<file path="config.mk">
export PLATFORM = sky130hd
export DESIGN_NAME = lcd_scanout
export DESIGN_NICKNAME = d
export VERILOG_FILES = /design/src/rtl/lcd_scanout.sv
export SDC_FILE = /design/constraint.sdc
export NUM_CORES = 1
export LEC_CHECK = 0
export BUFFER_PORTS_ARGS = -buffer_cell sky130_fd_sc_hd__buf_2
export CORE_ASPECT_RATIO = 0.5
export CORE_MARGIN = 2
export CORE_UTILIZATION = 35
export CTS_CLUSTER_DIAMETER = 150
export DETAILED_ROUTE_END_ITERATION = 6
export SYNTH_ARGS = -nofsm -noshare
export SYNTH_HDL_FRONTEND = slang
export SYNTH_SLANG_ARGS = --single-unit
</file>
<file path="constraint.sdc">
create_clock -name clk -period 7.5 [get_ports clk]
set_input_delay 0.375 -clock clk [delete_from_list [all_inputs] [get_ports clk]]
set_output_delay 0.375 -clock clk [all_outputs]
set_load 0.02 [all_outputs]
</file>
<file path="src/rtl/lcd_scanout.sv">
// lcd_scanout: frame-buffer reader. Scans WIDTH x HEIGHT pixels in row-major
// order after frame_start and streams them over valid/ready. A 2-entry skid
// buffer hides the 1-cycle read latency and downstream backpressure.
module lcd_scanout #(
    parameter int WIDTH      = 160,
    parameter int HEIGHT     = 144,
    parameter int SHADE_BITS = 2,
    parameter int ADDR_BITS  = 15
) (
    input  logic                  clk,
    input  logic                  reset,
    input  logic                  frame_start,
    output logic                  fb_rd_en,
    output logic [ADDR_BITS-1:0]  fb_addr,
    input  logic [SHADE_BITS-1:0] fb_rdata,
    output logic                  pix_valid,
    input  logic                  pix_ready,
    output logic [SHADE_BITS-1:0] pix_data,
    output logic                  pix_sof,
    output logic                  pix_eol,
    output logic                  busy,
    output logic                  frame_done,
    output logic                  overrun
);

    localparam int XW = (WIDTH  > 1) ? $clog2(WIDTH)  : 1;
    localparam int YW = (HEIGHT > 1) ? $clog2(HEIGHT) : 1;
    localparam logic [XW-1:0]        X_LAST = XW'(WIDTH - 1);
    localparam logic [YW-1:0]        Y_LAST = YW'(HEIGHT - 1);
    localparam logic [ADDR_BITS-1:0] A_LAST = ADDR_BITS'(WIDTH * HEIGHT - 1);

    localparam logic [1:0] S_IDLE  = 2'd0;
    localparam logic [1:0] S_SCAN  = 2'd1;
    localparam logic [1:0] S_DRAIN = 2'd2;

    logic [1:0]            r_state;
    logic [ADDR_BITS-1:0]  r_addr;
    logic                  r_inflight;
    logic [SHADE_BITS-1:0] r_mem [2];
    logic                  r_wptr;
    logic                  r_rptr;
    logic [1:0]            r_count;
    logic [XW-1:0]         r_out_x;
    logic [YW-1:0]         r_out_y;
    logic                  r_done;
    logic                  r_overrun;

    logic                  w_pop;
    logic [2:0]            w_level;
    logic                  w_rd;
    logic                  w_last_rd;
    logic                  w_last_acc;

    // Read issue: only while the buffer plus the in-flight read still has room after this cycle's pop
    always_comb begin
        w_pop      = (r_count != 2'd0) && pix_ready;
        w_level    = {1'b0, r_count} + 3'(r_inflight) - 3'(w_pop);
        w_rd       = (r_state == S_SCAN) && (w_level < 3'd2);
        w_last_rd  = w_rd && (r_addr == A_LAST);
        w_last_acc = w_pop && (r_out_x == X_LAST) && (r_out_y == Y_LAST);
    end

    // Frame state machine
    always_ff @(posedge clk) begin
        if (reset) begin
            r_state <= S_IDLE;
        end else begin
            case (r_state)
                S_IDLE:  if (frame_start) r_state <= S_SCAN;
                S_SCAN:  if (w_last_rd)   r_state <= S_DRAIN;
                S_DRAIN: if (w_last_acc)  r_state <= S_IDLE;
                default: r_state <= S_IDLE;
            endcase
        end
    end

    // Read address and in-flight tracking; address returns to 0 after the last read
    always_ff @(posedge clk) begin
        if (reset) begin
            r_addr     <= '0;
            r_inflight <= 1'b0;
        end else begin
            r_inflight <= w_rd;
            if (w_rd) r_addr <= w_last_rd ? '0 : r_addr + ADDR_BITS'(1);
        end
    end

    // Two-entry skid buffer: push returning read data, pop on accept
    always_ff @(posedge clk) begin
        if (reset) begin
            for (int unsigned i = 0; i < 2; i++) r_mem[i] <= '0;
            r_wptr  <= 1'b0;
            r_rptr  <= 1'b0;
            r_count <= 2'd0;
        end else begin
            if (r_inflight) begin
                r_mem[r_wptr] <= fb_rdata;
                r_wptr        <= ~r_wptr;
            end
            if (w_pop) r_rptr <= ~r_rptr;
            r_count <= r_count + 2'(r_inflight) - 2'(w_pop);
        end
    end

    // Output position counters; the head entry is always the pixel at (x, y)
    always_ff @(posedge clk) begin
        if (reset) begin
            r_out_x <= '0;
            r_out_y <= '0;
        end else if (w_pop) begin
            if (r_out_x == X_LAST) begin
                r_out_x <= '0;
                r_out_y <= (r_out_y == Y_LAST) ? '0 : r_out_y + YW'(1);
            end else begin
                r_out_x <= r_out_x + XW'(1);
            end
        end
    end

    // Status pulses: frame completion and frame_start while busy
    always_ff @(posedge clk) begin
        if (reset) begin
            r_done    <= 1'b0;
            r_overrun <= 1'b0;
        end else begin
            r_done    <= w_last_acc;
            r_overrun <= frame_start && (r_state != S_IDLE);
        end
    end

    assign fb_rd_en   = w_rd;
    assign fb_addr    = r_addr;
    assign pix_valid  = (r_count != 2'd0);
    assign pix_data   = pix_valid ? r_mem[r_rptr] : '0;
    assign pix_sof    = pix_valid && (r_out_x == '0) && (r_out_y == '0);
    assign pix_eol    = pix_valid && (r_out_x == X_LAST);
    assign busy       = (r_state != S_IDLE);
    assign frame_done = r_done;
    assign overrun    = r_overrun;

endmodule
</file>
==> results.md, run 1 <==
- Slowest stage delay, CP: 0.86 ns
- TritonCTS clock tree: yes
- Die Y: 59.5 microns
- Post-cts hold buffer count: 0
- Max-Cap Viols: 0
- Post-synth top area cell: dfxtp_1
- DRC Markers: 0
- Max-Slew Margin vs Limit: 0.364
- DRT Wirelength: 4400 microns
- Initial Utilization: 0.359
- Post-CTS setup buffers: 0
- Area share of the largest cell type after synthesis: 0.381
- Async S/R FF share, synth: 0
- First-pass GRT wire length: 7130 microns
- H-tree levels: 2
- Final hold viol count: 0
- Critical Path RT: 7.63 ns
- Leakage: 0.976 nW
- Crit path cell chain: o21ai_0 > clkinv_1 > ha_1 > inv_1 > ha_1 > inv_1 > fa_1 > and3b_1 > nand4_2 > o21bai_1 > nor3_1
- Share of layout cells above drive strength 1: 0.151
- Vias per Instance: 5.12
- Setup CP Type: flip-flop to flip-flop
- Clk sinks: 45
- Sum Neg Setup Slack: 0 ns
- Clock Skews: 0.00392 ns
- Status: complete, no violations
- Worst path arrival time: 4.03 ns
- Final worst path period need: 3.90 ns
- Antenna cells: 0
- Post-synthesis average cell area: 8.88 sq um
- Vias: 1788
- Initial antenna violation count: 0
- Gr ovfl total: 0
- Setup crit end kind: flip-flop
- Critical Path Start: r_count[1]
- Clock-pin slew on the worst setup and hold paths: 0.06 ns
- Top cell family by delay on the critical path: compound AO/OA/AOI/OAI gates
- Core area: 6010 sq um
- Overall routing resource usage: 0.132
- Origin of the critical flop-to-flop path: r_count[1]
- Synth Register Bits: 45
- Fmax: 256 MHz
- Max-slew violations: 0
- Commonest cells in the netlist: 41 x dfxtp_1, 23 x nor2_1, 18 x a21oi_1, 18 x nand2_1, 13 x inv_1
- DP HPWL: 3210 microns
- Gpl congestion: 0.877
- Synth top area cells: dfxtp_1 38%, edfxtp_1 5.6%, a21oi_1 4.2%
- DIE WIDTH: 115 microns
- VDD IR max: 0.109 mV
- Die ar.: 6850 sq um
- Final Setup Violations: 0
- Rows: 20
- Synth Cell Area: 2160 sq um
- Clk root buf: clkbuf_16
- Num CTS Buffers: 5
- Total I/O pin count: 30
- DRT antenna net count: 0
- Pin count of the biggest net entering global routing: 33
- Seq/Total Area, Yosys: 0.436
- Number of gates resized after CTS: 0
- Crit path buf inv count: 3
- Post-route clock period utilization: 0.520
- Hold WC Path Type: input port to flip-flop
- RSZ-0062 raised after global routing: no
- DRT Pass-1 Iters: 4
- Worst skew pair latency: 0.28 ns
- Worst Path Max Fanout: 13
- Initial drt markers: 58
- Routed WL per cell: 12.6 microns
- Worst-Margin Slew: 0.952 ns
- Nets: 286
- HP Start: frame_start
- Post-Synthesis Net Count: 257
- Worst path slowest cell: o21bai_1
- Post-synth EDFFs: 4
- Yosys cell types: 40
- Yosys warning total: 0
- Ys flop type: dfxtp_1
- Port buffer count: 29
- Area growth from synthesis to layout: 16.4%
- Core Util, Final: 0.418
- Pwr dens: 249 nW/um^2
- Startpoint Class: flip-flop
- Cell count after synthesis: 243
- Vias in the first global route: 1579
- Clock buffer depth: 2
- Most frequent cell after synthesis: dfxtp_1
-- through the flow --
stage                     instances  worst slack [ns]  total power, mW  hold slack, ns  area (sq um)
after detailed placement        342              3.57            0.417           0.443          2370
after global routing            349              3.11            0.661           0.368          2510
after CTS                       349              3.56            0.635           0.357          2510
after global placement          342              3.76            0.415           0.448          2370
final                           349              3.60            0.626           0.357          2510
after floorplan                 243              4.42            0.380           0.421          2160
-- state kept, by name (all words and copies together), names as in the netlist, 2 cells and up, named ones only --
register	count
fb_addr	15
r_state	2
r_mem	4
r_out_x	8
r_out_y	8
r_count	2
-- path summary, 6_finish.rpt --
check,to,slack (ns),cells after the start
hold / removal,overrun,0.36,2
hold reg to reg,r_state[0],0.46,1
setup / recovery,r_state[0],3.60,11
setup reg to reg,r_state[0],3.60,11
-- cell usage in the layout (no fill, tap or decap), types with 3 or more instances in the layout --
master,instances
a21oi_1,18
and2_1,3
and3_1,7
and4_1,3
buf_2,29
clkbuf_16,5
dfxtp_1,41
edfxtp_1,4
ha_1,7
inv_1,13
mux2i_1,3
nand2_1,18
nand2b_1,6
nand3_1,9
nand4_1,10
nor2_1,23
nor2b_1,3
nor3_1,8
nor4_1,4
o21ai_0,7
o31ai_1,5
or3_1,4
or4_1,5
xnor2_1,8
xor2_1,8
-- area by class of cell --
class	instances	area (sq um)
Inverter	14	52.6
Multi-Input combinational cell	177	1130
Timing Repair Buffer	29	145
Tap cell	77	96.3
Sequential cell	45	941
Fill cell	574	3490
Clock buffer	7	143
-- metal layers --
metal,track usage,up-vias,wire length (microns)
met5,0,-,0
met4,0.0361,0,41
met3,0.0378,5,184
met2,0.219,26,2020
met1,0.171,831,2150
li1,-,926,-
-- cells by family after synthesis --
kind of cell,count (synthesis),synth area share
mux,3,0.0139
flops,45,0.436
fa+ha+maj,8,0.0499
compound gates,36,0.0992
simple gates,113,0.290
xor+xnor,17,0.0725
buf+inv,21,0.0383
-- where the power goes --
part	switching [mW]	leakage, nW	internal, mW	total, mW
registers	0.0171	0.373	0.261	0.279
logic	0.0839	0.532	0.0500	0.134
clock network	0.0832	0.0700	0.131	0.214
total	0.184	0.976	0.442	0.626
No activity file was read; power rests on OpenSTA's default activity.
==> run 2: changes to the inputs <==
clock period = 3.8 ns   (was 7.5 ns; I/O delays follow)
==> results.md, run 2 (synthesized netlist as in run 1, its figures left out) <==
- Status: complete, no violations (unchanged)
- Area growth from synthesis to layout: 19.4% (was 16.4%)
- Gpl congestion: 0.841 (was 0.877)
- DIE WIDTH: 115 microns (unchanged)
- Share of layout cells above drive strength 1: 0.170 (was 0.151)
- RR Endpoint: fb_addr[14] (was r_state[0])
- Switch Pwr: 379 uW (was 184 uW)
- Pwr dens: 519 nW/um^2 (was 249 nW/um^2)
- Clock buffer depth: 2 (unchanged)
- Hold WC Path Type: input port to flip-flop (unchanged)
- Total I/O pin count: 30 (unchanged)
- Worst Hold End: overrun (unchanged)
- VDD IR max: 0.180 mV (was 0.109 mV)
- Worst path arrival time: 3.61 ns (was 4.03 ns)
- Initial antenna violation count: 0 (unchanged)
- Clock network power share: 0.376 (was 0.342)
- Hold WS: 0.161 ns (was 0.357 ns)
- Crit path buf inv count: 3 (unchanged)
- Final worst path period need: 3.39 ns (was 3.90 ns)
- Setup CP Type: flip-flop to flip-flop (unchanged)
- Vias in the first global route: 1685 (was 1579)
- First-pass GRT wire length: 7710 microns (was 7130 microns)
- Worst Path Max Fanout: 13 (unchanged)
- Top cell family by delay on the critical path: simple AND/OR/NAND/NOR gates (was compound AO/OA/AOI/OAI gates)
- Worst R2R Path Depth: 11 (unchanged)
- Max-Slew Margin vs Limit: 0.639 (was 0.364)
- Placed insts: 346 (was 342)
- Nets: 290 (was 286)
- Die Y: 59.5 microns (unchanged)
- Gr ovfl total: 0 (unchanged)
- Core area: 6010 sq um (unchanged)
- Leakage: 1.01 nW (was 0.976 nW)
- Power share of the sequential group: 0.413 (was 0.445)
- Max-slew violations: 0 (unchanged)
- Vias per Instance: 5.17 (was 5.12)
- Clock-pin slew on the worst setup and hold paths: 0.06 ns (about the same)
- Internal power: 958 uW (was 442 uW)
- Max FFs per register: 15 (unchanged)
- Pin count of the biggest net entering global routing: 33 (unchanged)
- Die ar.: 6850 sq um (unchanged)
- Slowest stage delay, CP: 0.60 ns (was 0.86 ns)
- Final Non-Filler Cells: 354 (was 349)
- DRT Pass-1 Iters: 4 (unchanged)
- Commonest non-fill, non-tap cell in the layout: dfxtp_1 (unchanged)
- HP Start: frame_start (unchanged)
- DRT antenna net count: 0 (unchanged)
- Crit path cell chain: o21ai_0 > clkinv_1 > ha_1 > inv_1 > ha_1 > inv_1 > fa_1 > and3b_1 > nand4_2 > or4_1 > a21oi_1 (was o21ai_0 > clkinv_1 > ha_1 > inv_1 > ha_1 > inv_1 > fa_1 > and3b_1 > nand4_2 > o21bai_1 > nor3_1)
- Rows: 20 (unchanged)
- Cells on Worst Hold Path: 2 (unchanged)
- Post-cts hold buffer count: 0 (unchanged)
- Sum Neg Setup Slack: 0 ns (unchanged)
- Final Setup Violations: 0 (unchanged)
- DRT Wirelength: 4500 microns (was 4400 microns)
- Post-route clock period utilization: 0.892 (was 0.520)
- DP HPWL: 3290 microns (was 3210 microns)
- Post-CTS setup buffers: 0 (unchanged)
- TritonCTS clock tree: yes (unchanged)
- Vias: 1830 (was 1788)
- RSZ-0062 raised after global routing: no (unchanged)
- Initial drt markers: 88 (was 58)
- Worst-Margin Slew: 0.542 ns (was 0.952 ns)
- Initial Utilization: 0.359 (unchanged)
- Origin of the critical flop-to-flop path: r_count[1] (unchanged)
- Comb pwr share: 0.212 (was 0.214)
- Startpoint Class: flip-flop (unchanged)
- Switch share: 0.284 (was 0.294)
- Core Util, Final: 0.429 (was 0.418)
- Most frequent cells in the layout: 41 x dfxtp_1, 29 x buf_2, 23 x nor2_1 (unchanged)
- Overall routing resource usage: 0.142 (was 0.132)
- Max-Cap Viols: 0 (unchanged)
- Setup crit end kind: flip-flop (unchanged)
- Number of gates resized after CTS: 0 (unchanged)
- Clk sinks: 45 (unchanged)
- Port buffer count: 29 (unchanged)
- Worst path slowest cell: or4_1 (was o21bai_1)
- Critical Path RT: 4.02 ns (was 7.63 ns)
- Num CTS Buffers: 5 (unchanged)
- DRC Markers: 0 (unchanged)
- Worst skew pair latency: 0.28 ns (about the same)
- Clock Skews: 0.00723 ns (was 0.00392 ns)
- Fmax: 295 MHz (was 256 MHz)
- Routed WL per cell: 12.7 microns (was 12.6 microns)
- H-tree levels: 2 (unchanged)
- Final hold viol count: 0 (unchanged)
- Antenna cells: 0 (unchanged)
- Clk root buf: clkbuf_16 (unchanged)
- FF-to-FF setup slack: 0.41 ns (was 3.60 ns)
- Critical Path Start: r_count[1] (unchanged)
run 2: cell count changes in the layout (fill, tap and decap cells not counted), sizes merged:
cell / delta
clkinvlp: +1
clkbuf: -1
buf: +4
bufinv: +1
run 2: worst max-delay path by stage:
stage,endpoint,slack [ns],cells after the start
after floorplan,fb_addr[8],0.72,13
after global placement,fb_addr[14],0.54,11
after detailed placement,fb_addr[14],0.40,11
after CTS,fb_addr[14],0.39,11
after global routing,fb_addr[14],0.09,11
final,fb_addr[14],0.41,11
run 2: power by group through the flow:
| stage | Combinational (mW) | Clock [mW] | Sequential, mW |
|---|---|---|---|
| after floorplan | 0.190 | 0 | 0.561 |
| after global placement | 0.277 | 0 | 0.560 |
| after detailed placement | 0.283 | 0 | 0.563 |
| after CTS | 0.287 | 0.512 | 0.552 |
| after global routing | 0.319 | 0.532 | 0.557 |
| final | 0.283 | 0.502 | 0.552 |
run 2: final cells by class:
class                      instances  area, sq um
fill                             604         3430
multi-input combinational        177         1130
sequential                        45          941
timing repair buffer              33          175
clock buffer                       6          139
tap                               77         96.3
inverter                          14         52.6
clock inverter                     2         37.5
run 2: metrics by stage:
step	area (sq um)	setup slack [ns]	power (mW)
3_3_place_gp	2400	0.544	0.837
5_1_grt	2570	0.0850	1.41
6_report	2570	0.412	1.34
4_1_cts	2570	0.388	1.35
2_1_floorplan	2160	0.719	0.751
3_5_place_dp	2400	0.400	0.846
run 2: layer usage:
metal  routed length, microns  vias up  share of wire  global-route usage
met4                       36        0         0.0080              0.0413
met5                        0        -              0                   0
li1                         -      927              -                   -
met2                     2120       30           0.47               0.240
met1                     2190      868           0.49               0.183
met3                      149        5          0.033              0.0358
